==> config.mk <==
export PLATFORM = sky130hd
export DESIGN_NAME = regfile_read_sequencer_flat
export DESIGN_NICKNAME = d
export VERILOG_FILES = /design/src/rtl/regfile_seq_pkg.sv /design/src/rtl/regfile_read_sequencer_if.sv /design/src/rtl/rr_arbiter_3.sv /design/src/rtl/regfile_read_sequencer.sv /design/src/flat_wrapper.sv
export SDC_FILE = /design/constraint.sdc
export NUM_CORES = 1
export LEC_CHECK = 0
export CAP_MARGIN = 20
export CORE_ASPECT_RATIO = 1.4
export CORE_MARGIN = 10
export CORE_UTILIZATION = 47
export CTS_CLUSTER_DIAMETER = 60
export CTS_CLUSTER_SIZE = 12
export DETAILED_ROUTE_END_ITERATION = 10
export PLACE_DENSITY = 0.92
export SYNTH_ARGS = -nofsm -noshare
export SYNTH_HDL_FRONTEND = slang
export SYNTH_SLANG_ARGS = --single-unit
export TNS_END_PERCENT = 5
==> constraint.sdc <==
create_clock -name clk -period 5.1 [get_ports clk]
set_input_delay 1.53 -clock clk [delete_from_list [all_inputs] [get_ports clk]]
set_output_delay 1.53 -clock clk [all_outputs]
set_load 0.01 [all_outputs]
==> src/rtl/regfile_seq_pkg.sv <==
// rtl/regfile_seq_pkg.sv - shared FSM encoding and requester ids for the register read sequencer
package regfile_seq_pkg;

  localparam int NUM_REQ = 3;

  localparam logic [1:0] REQ_OPA = 2'd0;
  localparam logic [1:0] REQ_OPB = 2'd1;
  localparam logic [1:0] REQ_DBG = 2'd2;

  typedef enum logic [1:0] {
    IDLE  = 2'd0,
    RD_LO = 2'd1,
    RD_HI = 2'd2,
    ACK   = 2'd3
  } state_t;

  // Round-robin successor over the three requesters.
  function automatic logic [1:0] next_id(input logic [1:0] id);
    return (id == REQ_DBG) ? REQ_OPA : id + 2'd1;
  endfunction

endpackage

==> src/rtl/regfile_read_sequencer_if.sv <==
// rtl/regfile_read_sequencer_if.sv - requester and multiplexer signals of the register read sequencer
interface regfile_read_sequencer_if #(
  parameter int WIDTH = 8
);
  logic [2:0]         req;
  logic [4:0]         addr0;
  logic [4:0]         addr1;
  logic [4:0]         addr2;
  logic [2:0]         word;
  logic [4:0]         sel_o;
  logic [WIDTH-1:0]   mux_data;
  logic [2:0]         ack_o;
  logic [2*WIDTH-1:0] data_o;
  logic               busy_o;

  modport master (
    output req, addr0, addr1, addr2, word, mux_data,
    input  sel_o, ack_o, data_o, busy_o
  );

  modport slave (
    input  req, addr0, addr1, addr2, word, mux_data,
    output sel_o, ack_o, data_o, busy_o
  );
endinterface

==> src/rtl/rr_arbiter_3.sv <==
// rtl/rr_arbiter_3.sv - combinational three-way round-robin pick starting after the last grant
module rr_arbiter_3
  import regfile_seq_pkg::*;
(
  input  logic [2:0] req,
  input  logic [1:0] last,
  output logic [1:0] grant_id,
  output logic       valid
);

  logic [1:0] cand;

  always_comb begin
    grant_id = REQ_OPA;
    valid    = 1'b0;
    cand     = next_id(last);
    for (int i = 0; i < NUM_REQ; i++) begin
      if (!valid && req[cand]) begin
        grant_id = cand;
        valid    = 1'b1;
      end
      cand = next_id(cand);
    end
  end

endmodule

==> src/rtl/regfile_read_sequencer.sv <==
// rtl/regfile_read_sequencer.sv - arbitrates three requesters and sequences byte/pair reads through a 32-way mux
module regfile_read_sequencer
  import regfile_seq_pkg::*;
#(
  parameter int WIDTH = 8
) (
  input  logic                     clk,
  input  logic                     reset,
  regfile_read_sequencer_if.slave  bus
);

  state_t             state;
  state_t             state_nxt;
  logic [1:0]         last_grant;
  logic [1:0]         cur_id;
  logic [4:0]         cur_addr;
  logic               cur_word;
  logic [1:0]         grant_id;
  logic               grant_valid;
  logic [4:0]         win_addr;
  logic               win_word;
  logic [4:0]         sel_q;
  logic [2*WIDTH-1:0] data_q;

  rr_arbiter_3 u_arb (
    .req      (bus.req),
    .last     (last_grant),
    .grant_id (grant_id),
    .valid    (grant_valid)
  );

  always_comb begin
    win_addr = bus.addr2;
    case (grant_id)
      REQ_OPA: win_addr = bus.addr0;
      REQ_OPB: win_addr = bus.addr1;
      default: win_addr = bus.addr2;
    endcase
    win_word = bus.word[grant_id];
  end

  always_ff @(posedge clk or posedge reset) begin
    if (reset) state <= IDLE;
    else       state <= state_nxt;
  end

  always_comb begin
    state_nxt = state;
    case (state)
      IDLE:    if (grant_valid) state_nxt = RD_LO;
      RD_LO:   state_nxt = cur_word ? RD_HI : ACK;
      RD_HI:   state_nxt = ACK;
      ACK:     state_nxt = IDLE;
      default: state_nxt = IDLE;
    endcase
  end

  // The select is registered one state early so mux_data is settled for the whole capture cycle.
  always_ff @(posedge clk or posedge reset) begin
    if (reset) begin
      last_grant <= REQ_DBG;
      cur_id     <= REQ_OPA;
      cur_addr   <= '0;
      cur_word   <= 1'b0;
      sel_q      <= '0;
      data_q     <= '0;
    end else begin
      case (state)
        IDLE: begin
          if (grant_valid) begin
            cur_id     <= grant_id;
            cur_addr   <= win_addr;
            cur_word   <= win_word;
            last_grant <= grant_id;
            sel_q      <= win_word ? {win_addr[4:1], 1'b0} : win_addr;
          end
        end
        RD_LO: begin
          data_q <= {{WIDTH{1'b0}}, bus.mux_data};
          if (cur_word) sel_q <= {cur_addr[4:1], 1'b1};
        end
        RD_HI: data_q[2*WIDTH-1:WIDTH] <= bus.mux_data;
        default: ;
      endcase
    end
  end

  assign bus.sel_o  = sel_q;
  assign bus.data_o = data_q;
  assign bus.busy_o = (state != IDLE);
  assign bus.ack_o  = (state == ACK) ? (3'b001 << cur_id) : 3'b000;

endmodule

==> src/flat_wrapper.sv <==
// flat-port wrapper written by rule: the top's interface ports become plain ports
module regfile_read_sequencer_flat import regfile_seq_pkg::*;
#(
  parameter int WIDTH = 8
)
  (clk, reset, bus_req, bus_addr0, bus_addr1, bus_addr2, bus_word, bus_mux_data, bus_sel_o, bus_ack_o, bus_data_o, bus_busy_o);
  regfile_read_sequencer_if #(.WIDTH(WIDTH)) bus_i ();
  input  logic clk;
  input  logic reset;
  input wire logic [$bits(bus_i.req)-1:0] bus_req;
  input wire logic [$bits(bus_i.addr0)-1:0] bus_addr0;
  input wire logic [$bits(bus_i.addr1)-1:0] bus_addr1;
  input wire logic [$bits(bus_i.addr2)-1:0] bus_addr2;
  input wire logic [$bits(bus_i.word)-1:0] bus_word;
  input wire logic [$bits(bus_i.mux_data)-1:0] bus_mux_data;
  output wire logic [$bits(bus_i.sel_o)-1:0] bus_sel_o;
  output wire logic [$bits(bus_i.ack_o)-1:0] bus_ack_o;
  output wire logic [$bits(bus_i.data_o)-1:0] bus_data_o;
  output wire logic [$bits(bus_i.busy_o)-1:0] bus_busy_o;
  assign bus_i.req = bus_req;
  assign bus_i.addr0 = bus_addr0;
  assign bus_i.addr1 = bus_addr1;
  assign bus_i.addr2 = bus_addr2;
  assign bus_i.word = bus_word;
  assign bus_i.mux_data = bus_mux_data;
  assign bus_sel_o = bus_i.sel_o;
  assign bus_ack_o = bus_i.ack_o;
  assign bus_data_o = bus_i.data_o;
  assign bus_busy_o = bus_i.busy_o;
  regfile_read_sequencer #(.WIDTH(WIDTH)) u_core (.clk(clk), .reset(reset), .bus(bus_i));
endmodule
==> results of run 1 <==
final cells by class:
cell class / count / area [sq um]
clock inverters: 1 / 5.005
well taps: 39 / 48.80
inverters: 14 / 52.55
repair buffers: 57 / 585.6
fillers: 258 / 895.9
multi-input cells: 97 / 651.9
flip-flops and latches: 31 / 777.0
clock buffers: 7 / 76.32
cell families after synthesis:
logic type / synth area share
AO/OA/AOI/OAI: 0.2051
AND/OR/NAND/NOR: 0.1238
flip-flops: 0.5158
buffers and inverters: 0.05481
multiplexers: 0.06728
adder cells (fa/ha/maj): 0.03322
registers in the layout, indices dropped and copies added (netlist names):
signal             count
u_core.bus.data_o     16
u_core.bus.sel_o       5
u_core.cur_addr        4
u_core.cur_id          2
u_core.state           2
u_core.cur_word        1
u_core.last_grant      1
through the flow:
step	total power, uW	instance area (sq um)	util
6_report	1304	2197	0.7104
5_1_grt	1405	2197	0.7104
4_1_cts	1320	2197	0.7104
3_5_place_dp	1133	2116	0.6841
3_3_place_gp	1104	2088	0.6752
2_1_floorplan	833.5	1506	-
layout by cell type (no fill, tap or decap), types with 2 or more instances in the layout:
master,instances
o21ai_1,5
o21ai_0,12
inv_1,14
clkdlybuf4s50_1,55
a22o_1,5
a21oi_1,9
clkbuf_8,5
nor2_1,9
a21o_1,2
nand3_1,9
dfrtp_1,30
ha_1,4
mux2_2,9
o31ai_1,4
clkbuf_1,2
nand2b_1,3
nand2_1,11
Yosys cell counts, drive strengths merged:
library cell / count
inv: 14
ha: 4
clkbuf: 3
a22oi: 1
o211ai: 2
o31ai: 5
nand3: 9
buf: 4
nor3b: 1
a22o: 5
a211o: 1
dfrtp: 30
mux2: 9
o21bai: 1
nand2b: 3
a21oi: 9
a21o: 2
nor3: 1
a221oi: 2
and3b: 1
o21ai: 17
dfstp: 1
nor2: 10
nand2: 11
or4b: 1
nor2b: 1
o2bb2ai: 1
where the power goes:
| group | switching, uW | internal (uW) | leakage (uW) |
|---|---|---|---|
| clock network | 87.0 | 95.5 | 0.0000422 |
| logic | 331 | 348 | 0.000509 |
| registers | 71.3 | 372 | 0.000385 |
| total | 489 | 815 | 0.000936 |
metal layers:
layer  wire [um]  up-vias
met5           0        -
met4          84        0
met3         388        9
met2        1766       51
met1        1458      594
li1            -      633
final timing paths:
path	start	to	slack, ps	cells past startpoint
min in group asynchronous	reset	u_core.bus.data_o[8]	1520	2
hold / removal	u_core.cur_addr[2]	u_core.cur_addr[2]	490	2
hold reg to reg	u_core.cur_addr[2]	u_core.cur_addr[2]	490	2
setup / recovery	u_core.state[0]	bus_busy_o	1900	4
setup reg to reg	u_core.state[1]	u_core.bus.sel_o[1]	3010	7
max in group asynchronous	reset	u_core.last_grant[1]	3070	3
worst max-delay path, cell delays in order (launching register included):
cell	delay (ps)
dfrtp_1	390
inv_1	90
ha_1	280
inv_1	100
clkdlybuf4s50_1	540
==> impl_metrics.csv, run 1 <==
group,metric,value,unit
status,status,"complete, no violations",
final_layout,layout-drive-gt1-share,0.1159,
global_routing,use_met2,0.2142,
placed_design,dp_slack,1754,ps
setup_path,start_kind,"register",
sta,max_freq,312.3,MHz
global_routing,grt_busiest_layer,"met2",
min_path,hold_class,"register to register",
drt,drt_iter0_markers,38,
logic_synthesis,syn-cell-area,1506,sq um
power,p_leak,0.0009364,uW
final_layout,finalNetCount,241,
drt,drt-pass1-iter-count,4,
drt,routed_wl,3.697,mm
drt,viasPerCell,5.232,
setup_path,required,3570,ps
clocking,numClockSinks,31,
sta,period_share,0.6279,
logic_synthesis,synthTopCellsByArea,"dfrtp_1 (50%), mux2_2 (6.7%), o21ai_0 (4.0%), inv_1 (3.5%), ha_1 (3.3%)",
sta,hold_ws,485.8,ps
sta,tns,0,ps
power,ir_drop,396.5,uV
sta,slew_viol_final,0,
setup_path,critPathKind,"register to primary output",
logic_synthesis,synthCells,149,
floorplan,io_pins,56,
sta,fin_ws,1898,ps
sta,relSlewSlack,0.4604,
drt,drtAntennaViolNets,0,
floorplan,floorplan.initialDensity,0.4871,
setup_path,cp.arrival,1670,ps
global_routing,antenna_found_initial,0,
floorplan,die_w,67.85,um
sta,finalHoldViolations,0,
floorplan,rows,24,
floorplan,fp.dieH,86.99,um
clocking,clk_pin_slew,60,ps
drt,vias,1287,
drt,wl_per_cell,15.03,um
global_routing,grt_pass1_vias,1322,
sta,rsz0062_at_grt,"false",
clocking,cts_tree,"yes",
clocking,cts-htree-levels,2,
final_layout,stdcell_count,246,
global_routing,grt_max_degree,26,
sta,tightest_slew,809.3,ps
final_layout,insertedDiodeCount,0,
clocking,cts_buffer_depth,2,
floorplan,core,3093,sq um
sta,finalCriticalPeriod,3202,ps
global_routing,grt_use_met3,0.05928,
logic_synthesis,synth_warnings,0,
placed_design,dp_cells,238,
sta,finalSetupViolations,0,
clocking,postCtsSetupRepairBufs,0,
global_routing,grt_util_met1,0.1412,
floorplan,design.die.area,5902,sq um
drt,post-route-drc-count,0,
logic_synthesis,yosys.area.top_type,"dfrtp_1",
clocking,clock_tree.root_cell,"clkbuf_8",
global_routing,grt_pass1_wl,5.982,mm
clocking,cts.repair.resized,0,
logic_synthesis,ys_ff_latch,31,
setup_path,critPathMaxFanout,5,
placed_design,portBuffers,55,
global_routing,grtUsageTotal,0.1325,
sta,worst_clock_skew,4.431,ps
logic_synthesis,netlist.area_leader.share,0.4983,
logic_synthesis,syn_area_per_cell,10.11,sq um
placed_design,gp_congestion,0.7494,
power,pwr_density_cell,593.4,nW/um^2
clocking,postCtsHoldBufs,0,
logic_synthesis,synthDistinctLibCells,32,
clocking,cts_buffers,5,
run,max_cap_violations,0,
setup_path,crit_path_end_kind,"primary output",
placed_design,dp_hpwl,2.900,mm
global_routing,grt_overflow,0,
clocking,clk_latency,280,ps
logic_synthesis,yosysSeqAreaShare,0.5158,
final_layout,areaGrowthSynthToFinish,45.85,%
logic_synthesis,syn-num-nets,184,
(Power assumes the default switching activity.)
==> run 2, diff against run 1 <==
--- a/config.mk
+++ b/config.mk
@@ -8,11 +8,11 @@
 export CAP_MARGIN = 20
 export CORE_ASPECT_RATIO = 1.4
 export CORE_MARGIN = 10
-export CORE_UTILIZATION = 47
+export CORE_UTILIZATION = 44
 export CTS_CLUSTER_DIAMETER = 60
 export CTS_CLUSTER_SIZE = 12
 export DETAILED_ROUTE_END_ITERATION = 10
-export PLACE_DENSITY = 0.92
+export PLACE_DENSITY = 0.88
 export SYNTH_ARGS = -nofsm -noshare
 export SYNTH_HDL_FRONTEND = slang
 export SYNTH_SLANG_ARGS = --single-unit
==> constraint.sdc (replaced) <==
create_clock -name clk -period 2.95 [get_ports clk]
set_input_delay 0.885 -clock clk [delete_from_list [all_inputs] [get_ports clk]]
set_output_delay 0.885 -clock clk [all_outputs]
set_load 0.01 [all_outputs]
==> run 2 against run 1 <==
Compared with the run above:
- sequential power increased by 72%
- cell count increased by 1.2%
- clock-buffer cell count increased by 1
- critical endpoint unchanged
==> impl_metrics.csv, run 2 (synthesized netlist as in run 1, its figures left out) <==
group,metric,value,unit
final_layout,fillers,284,
power,ir_drop,740.2,uV
sta,worst_clock_skew,2.157,ps
sta,finalCriticalPeriod,2585,ps
floorplan,design.die.area,6197,sq um
clocking,postCtsSetupRepairBufs,0,
clocking,clk_latency,280,ps
setup_path,start_kind,"register",
final_layout,multiInputGateArea,651.9,sq um
clocking,postCtsHoldBufs,0,
placed_design,dp_cells,241,
final_layout,layout-drive-gt1-share,0.1292,
clocking,cts_tree,"yes",
final_layout,areaGrowthSynthToFinish,46.84,%
sta,period_share,0.8764,
floorplan,rows,25,
sta,rsz0062_at_grt,"false",
final_layout,largest_reg_flops,16,
floorplan,die_w,69.45,um
floorplan,floorplan.initialDensity,0.4501,
final_layout,seqCellArea,777.0,sq um
sta,relSlewSlack,0.7006,
placed_design,placed_area,2112,sq um
clocking,clock_tree.root_cell,"clkbuf_8",
setup_path,cp.arrival,1700,ps
sta,tns,0,ps
sta,finalHoldViolations,0,
drt,drt-pass1-iter-count,4,
final_layout,finalNetCount,243,
global_routing,grt_pass1_wl,5.975,mm
clocking,cts.repair.resized,0,
placed_design,gp_congestion,0.7148,
setup_path,crit_path_end_kind,"primary output",
min_path,hold_class,"register to register",
sta,tightest_slew,449.1,ps
floorplan,io_pins,56,
power,pwr_density_cell,1044,nW/um^2
setup_path,critPathKind,"register to primary output",
global_routing,grt_pass1_vias,1329,
placed_design,portBuffers,55,
global_routing,grt_overflow,0,
clocking,clk_pin_slew,60,ps
power,p_leak,0.0009475,uW
clocking,cts_buffers,5,
drt,viasPerCell,5.157,
global_routing,antenna_found_initial,0,
setup_path,required,2070,ps
drt,post-route-drc-count,0,
sta,max_freq,386.8,MHz
sta,hold_ws,475.5,ps
clocking,cts_buffer_depth,2,
final_layout,layout_common_cells,"clkdlybuf4s50_1 (55), dfrtp_1 (30), inv_1 (14), o21ai_0 (12), nand2_1 (11)",
drt,routed_wl,3.541,mm
final_layout,stdcell_count,249,
final_layout,postLayoutCellArea,2212,sq um
global_routing,grtUsageTotal,0.1207,
power,total_power,2310,uW
status,status,"complete, no violations",
sta,finalSetupViolations,0,
final_layout,insertedDiodeCount,0,
drt,vias,1284,
drt,drtAntennaViolNets,0,
placed_design,dp_hpwl,2.828,mm
clocking,cts-htree-levels,2,
clocking,numClockSinks,31,
drt,wl_per_cell,14.22,um
floorplan,fp.dieH,89.24,um
floorplan,core,3347,sq um
run,max_cap_violations,0,
sta,slew_viol_final,0,
global_routing,grt_max_degree,32,
final_layout,final_common_cell,"clkdlybuf4s50_1",
setup_path,critPathMaxFanout,5,
drt,drt_iter0_markers,45,
run 2: path summary, 6_finish.rpt:
check / startpoint / to / slack (ps) / cells after the start
max in group asynchronous: reset / u_core.last_grant[1] / 1650 / 3
worst max register to register: u_core.state[0] / u_core.bus.sel_o[3] / 1030 / 7
worst max-delay path: u_core.state[0] / bus_busy_o / 360 / 4
min in group asynchronous: reset / u_core.bus.sel_o[3] / 970 / 3
worst min register to register: u_core.cur_word / u_core.cur_word / 480 / 2
worst min-delay path: u_core.cur_word / u_core.cur_word / 480 / 2
run 2: layout make-up:
class,instances,share of cell area
clock buffers,8,0.04525
inverters,14,0.02376
multi-input cells,97,0.2947
flip-flops and latches,31,0.3512
well taps,40,0.02262
repair buffers,59,0.2624
run 2: worst max-delay path, cell delays in order (launching register included):
cell             delay (ps)
dfrtp_1                 400
inv_1                    90
ha_1                    270
inv_1                   110
clkdlybuf4s50_1         540
run 2: where the power goes:
group / switching, uW / internal [uW]
clock: 152 / 213
combinational: 569 / 613
sequential: 121 / 642
total: 842 / 1470
run 2: stage by stage:
| step | utilization | setup WS [ps] |
|---|---|---|
| after detailed placement | 0.6310 | 299.5 |
| after global placement | 0.6310 | 355.4 |
| final | 0.6609 | 364.5 |
| after CTS | 0.6609 | 343.4 |
| after global routing | 0.6609 | 252.2 |
| after floorplan | - | 976.6 |
run 2: layer usage:
metal / GRT usage / part of all wire / vias up
met2: 0.2042 / 0.47 / 47
met1: 0.1118 / 0.41 / 590
met3: 0.06889 / 0.10 / 7
met4: 0.07339 / 0.023 / 0
met5: 0 / 0 / -
li1: - / - / 640
==> run 3, diff against run 2 <==
--- a/config.mk
+++ b/config.mk
@@ -6,13 +6,15 @@
 export NUM_CORES = 1
 export LEC_CHECK = 0
 export CAP_MARGIN = 20
+export CELL_PAD_IN_SITES_DETAIL_PLACEMENT = 0
+export CELL_PAD_IN_SITES_GLOBAL_PLACEMENT = 1
 export CORE_ASPECT_RATIO = 1.4
 export CORE_MARGIN = 10
-export CORE_UTILIZATION = 44
+export CORE_UTILIZATION = 32
 export CTS_CLUSTER_DIAMETER = 60
 export CTS_CLUSTER_SIZE = 12
 export DETAILED_ROUTE_END_ITERATION = 10
-export PLACE_DENSITY = 0.88
+export PLACE_DENSITY = 0.86
 export SYNTH_ARGS = -nofsm -noshare
 export SYNTH_HDL_FRONTEND = slang
 export SYNTH_SLANG_ARGS = --single-unit
==> run 3 against run 2 <==
Compared with the run above:
- maximum frequency grew 1.1%
- critical path depth unchanged
- clock-buffer cell count did not move
- sequential power about the same
- via count decreased by 0.23%
- worst hold slack improved by 1.4 ps
- sequential cell count unchanged
- wire length up 6.5%
- largest power group unchanged
- non-clock buffer count is the same
- register-to-register slack barely moved
- die area rose by 27%
- setup slack improved by 29 ps
==> impl_metrics.csv, run 3 (synthesized netlist as in run 1, its figures left out) <==
group,metric,value,unit
clocking,numClockSinks,31,
setup_path,timing.rr.start,"u_core.state[0]",
sta,tns,0,ps
drt,drtAntennaViolNets,0,
run,max_cap_violations,0,
floorplan,rows,29,
floorplan,floorplan.initialDensity,0.3321,
sta,max_freq,391.1,MHz
power,total_power,2307,uW
setup_path,cpMaxStageDelayCell,"clkdlybuf4s50_1",
drt,wl_met3,348,um
clocking,cts_tree,"yes",
placed_design,portBuffers,55,
final_layout,layout-drive-gt1-share,0.1292,
final_layout,areaGrowthSynthToFinish,48.67,%
drt,wl_per_cell,13.92,um
sta,period_share,0.8668,
setup_path,required,2070,ps
power,pwr_density_cell,1030,nW/um^2
clocking,cts_buffers,5,
setup_path,cp.arrival,1670,ps
sta,tightest_slew,456.4,ps
final_layout,layout_common_cells,"clkdlybuf4s50_1 (55), dfrtp_1 (30), inv_1 (14), o21ai_0 (12), nand2_1 (11)",
global_routing,grt_overflow,0,
setup_path,cpLargestDelayFamily,"buffers and inverters",
setup_path,path_common_cell,"inv_1",
drt,viasPerCell,4.727,
global_routing,grt_max_degree,32,
status,status,"complete, no violations",
setup_path,critPathMaxFanout,5,
sta,relSlewSlack,0.6957,
setup_path,path_buf_inv,3,
setup_path,crit_path_max_incr_delay,540,ps
sta,slew_viol_final,0,
drt,vias,1281,
floorplan,io_pins,56,
final_layout,final_common_cell,"clkdlybuf4s50_1",
setup_path,worstPathCellList,"inv_1 > ha_1 > inv_1 > clkdlybuf4s50_1",
drt,drt-pass1-iter-count,4,
setup_path,crit_path_end_kind,"primary output",
final_layout,finalNetCount,243,
clocking,clk_pin_slew,60,ps
placed_design,gp_congestion,0.7389,
final_layout,stdcell_count,271,
power,ir_drop,344.8,uV
setup_path,reg2regPathDepth,7,
final_layout,fillers,435,
clocking,postCtsSetupRepairBufs,0,
clocking,clk_latency,280,ps
drt,drt_iter0_markers,22,
setup_path,critPathKind,"register to primary output",
floorplan,design.die.area,7891,sq um
sta,rsz0062_at_grt,"false",
clocking,cts.repair.resized,0,
drt,dr.max_layer_used,"met4",
clocking,postCtsHoldBufs,0,
global_routing,grtUsageTotal,0.09740,
drt,post-route-drc-count,0,
clocking,cts_buffer_depth,2,
placed_design,dp_cells,263,
drt,routed_wl,3.772,mm
drt,met1_length,1.632,mm
sta,finalSetupViolations,0,
global_routing,grt_pass1_wl,6.327,mm
setup_path,reg2reg_to,"u_core.bus.sel_o[1]",
sta,worst_clock_skew,3.531,ps
min_path,worstHoldEndpoint,"u_core.cur_word",
min_path,hold_class,"register to register",
clocking,cts-htree-levels,2,
floorplan,fp.dieH,101.2,um
floorplan,core,4536,sq um
power,p_leak,0.0009475,uW
drt,route.met2.wl,1.742,mm
min_path,worstHoldStart,"u_core.cur_word",
sta,finalCriticalPeriod,2557,ps
placed_design,dp_hpwl,2.955,mm
clocking,clock_tree.root_cell,"clkbuf_8",
final_layout,largest_reg_flops,16,
global_routing,antenna_found_initial,0,
final_layout,insertedDiodeCount,0,
sta,finalHoldViolations,0,
setup_path,start_kind,"register",
global_routing,grt_pass1_vias,1357,
setup_path,reg2reg_slack,1040,ps
min_path,holdPathStages,2,
floorplan,die_w,77.99,um
==> run 3: cell counts in the layout (fill, tap and decap cells not counted) <==
No cell type changed its count.
==> run 3: power breakdown <==
group / total [uW] / internal (uW) / switching, uW
Combinational: 1190 / 613 / 574
Sequential: 762 / 642 / 120
Clock: 358 / 213 / 145
==> run 3: stage by stage <==
| stage | hold slack (ps) | instance area (sq um) | utilization | setup WS [ps] |
|---|---|---|---|---|
| 6_report | 476.9 | 2240 | 0.4938 | 393.0 |
| 2_1_floorplan | 447.0 | 1506 | - | 976.6 |
| 4_1_cts | 482.5 | 2240 | 0.4938 | 358.0 |
| 3_5_place_dp | 467.7 | 2140 | 0.4717 | 289.4 |
| 3_3_place_gp | 463.3 | 2140 | 0.4717 | 334.2 |
| 5_1_grt | 496.8 | 2240 | 0.4938 | 280.0 |
==> run 3: area by class of cell <==
| class | count | area (sq um) | area share |
|---|---|---|---|
| Clock buffer | 8 | 100.1 | 0.04469 |
| Sequential cell | 31 | 777.0 | 0.3469 |
| Timing Repair Buffer | 59 | 580.6 | 0.2592 |
| Multi-Input combinational cell | 97 | 651.9 | 0.2911 |
| Tap cell | 62 | 77.57 | 0.03464 |
| Inverter | 14 | 52.55 | 0.02346 |
==> run 3: worst min-delay path, delay by kind of cell (launching register included) <==
family | cells | cell delay (ps)
simple gates | 1 | 50
flops | 1 | 340
compound gates | 1 | 60
==> run 3: per-layer routing <==
metal | GRT usage | vias to the layer above
met5 | 0 | -
met4 | 0.03320 | 0
met3 | 0.04965 | 6
met2 | 0.1555 | 46
met1 | 0.1106 | 590
li1 | - | 639
==> run 3: how the worst max path moves through the flow <==
stage,to,slack (ps),startpoint,cells past startpoint
finish,bus_busy_o,390,u_core.state[0],4
global route,bus_ack_o[0],280,u_core.state[0],3
global placement,u_core.bus.sel_o[0],330,bus_req[1],6
detailed placement,u_core.bus.sel_o[0],290,bus_req[1],6
floorplan,u_core.bus.sel_o[1],980,bus_req[2],5
CTS,bus_busy_o,360,u_core.state[0],4
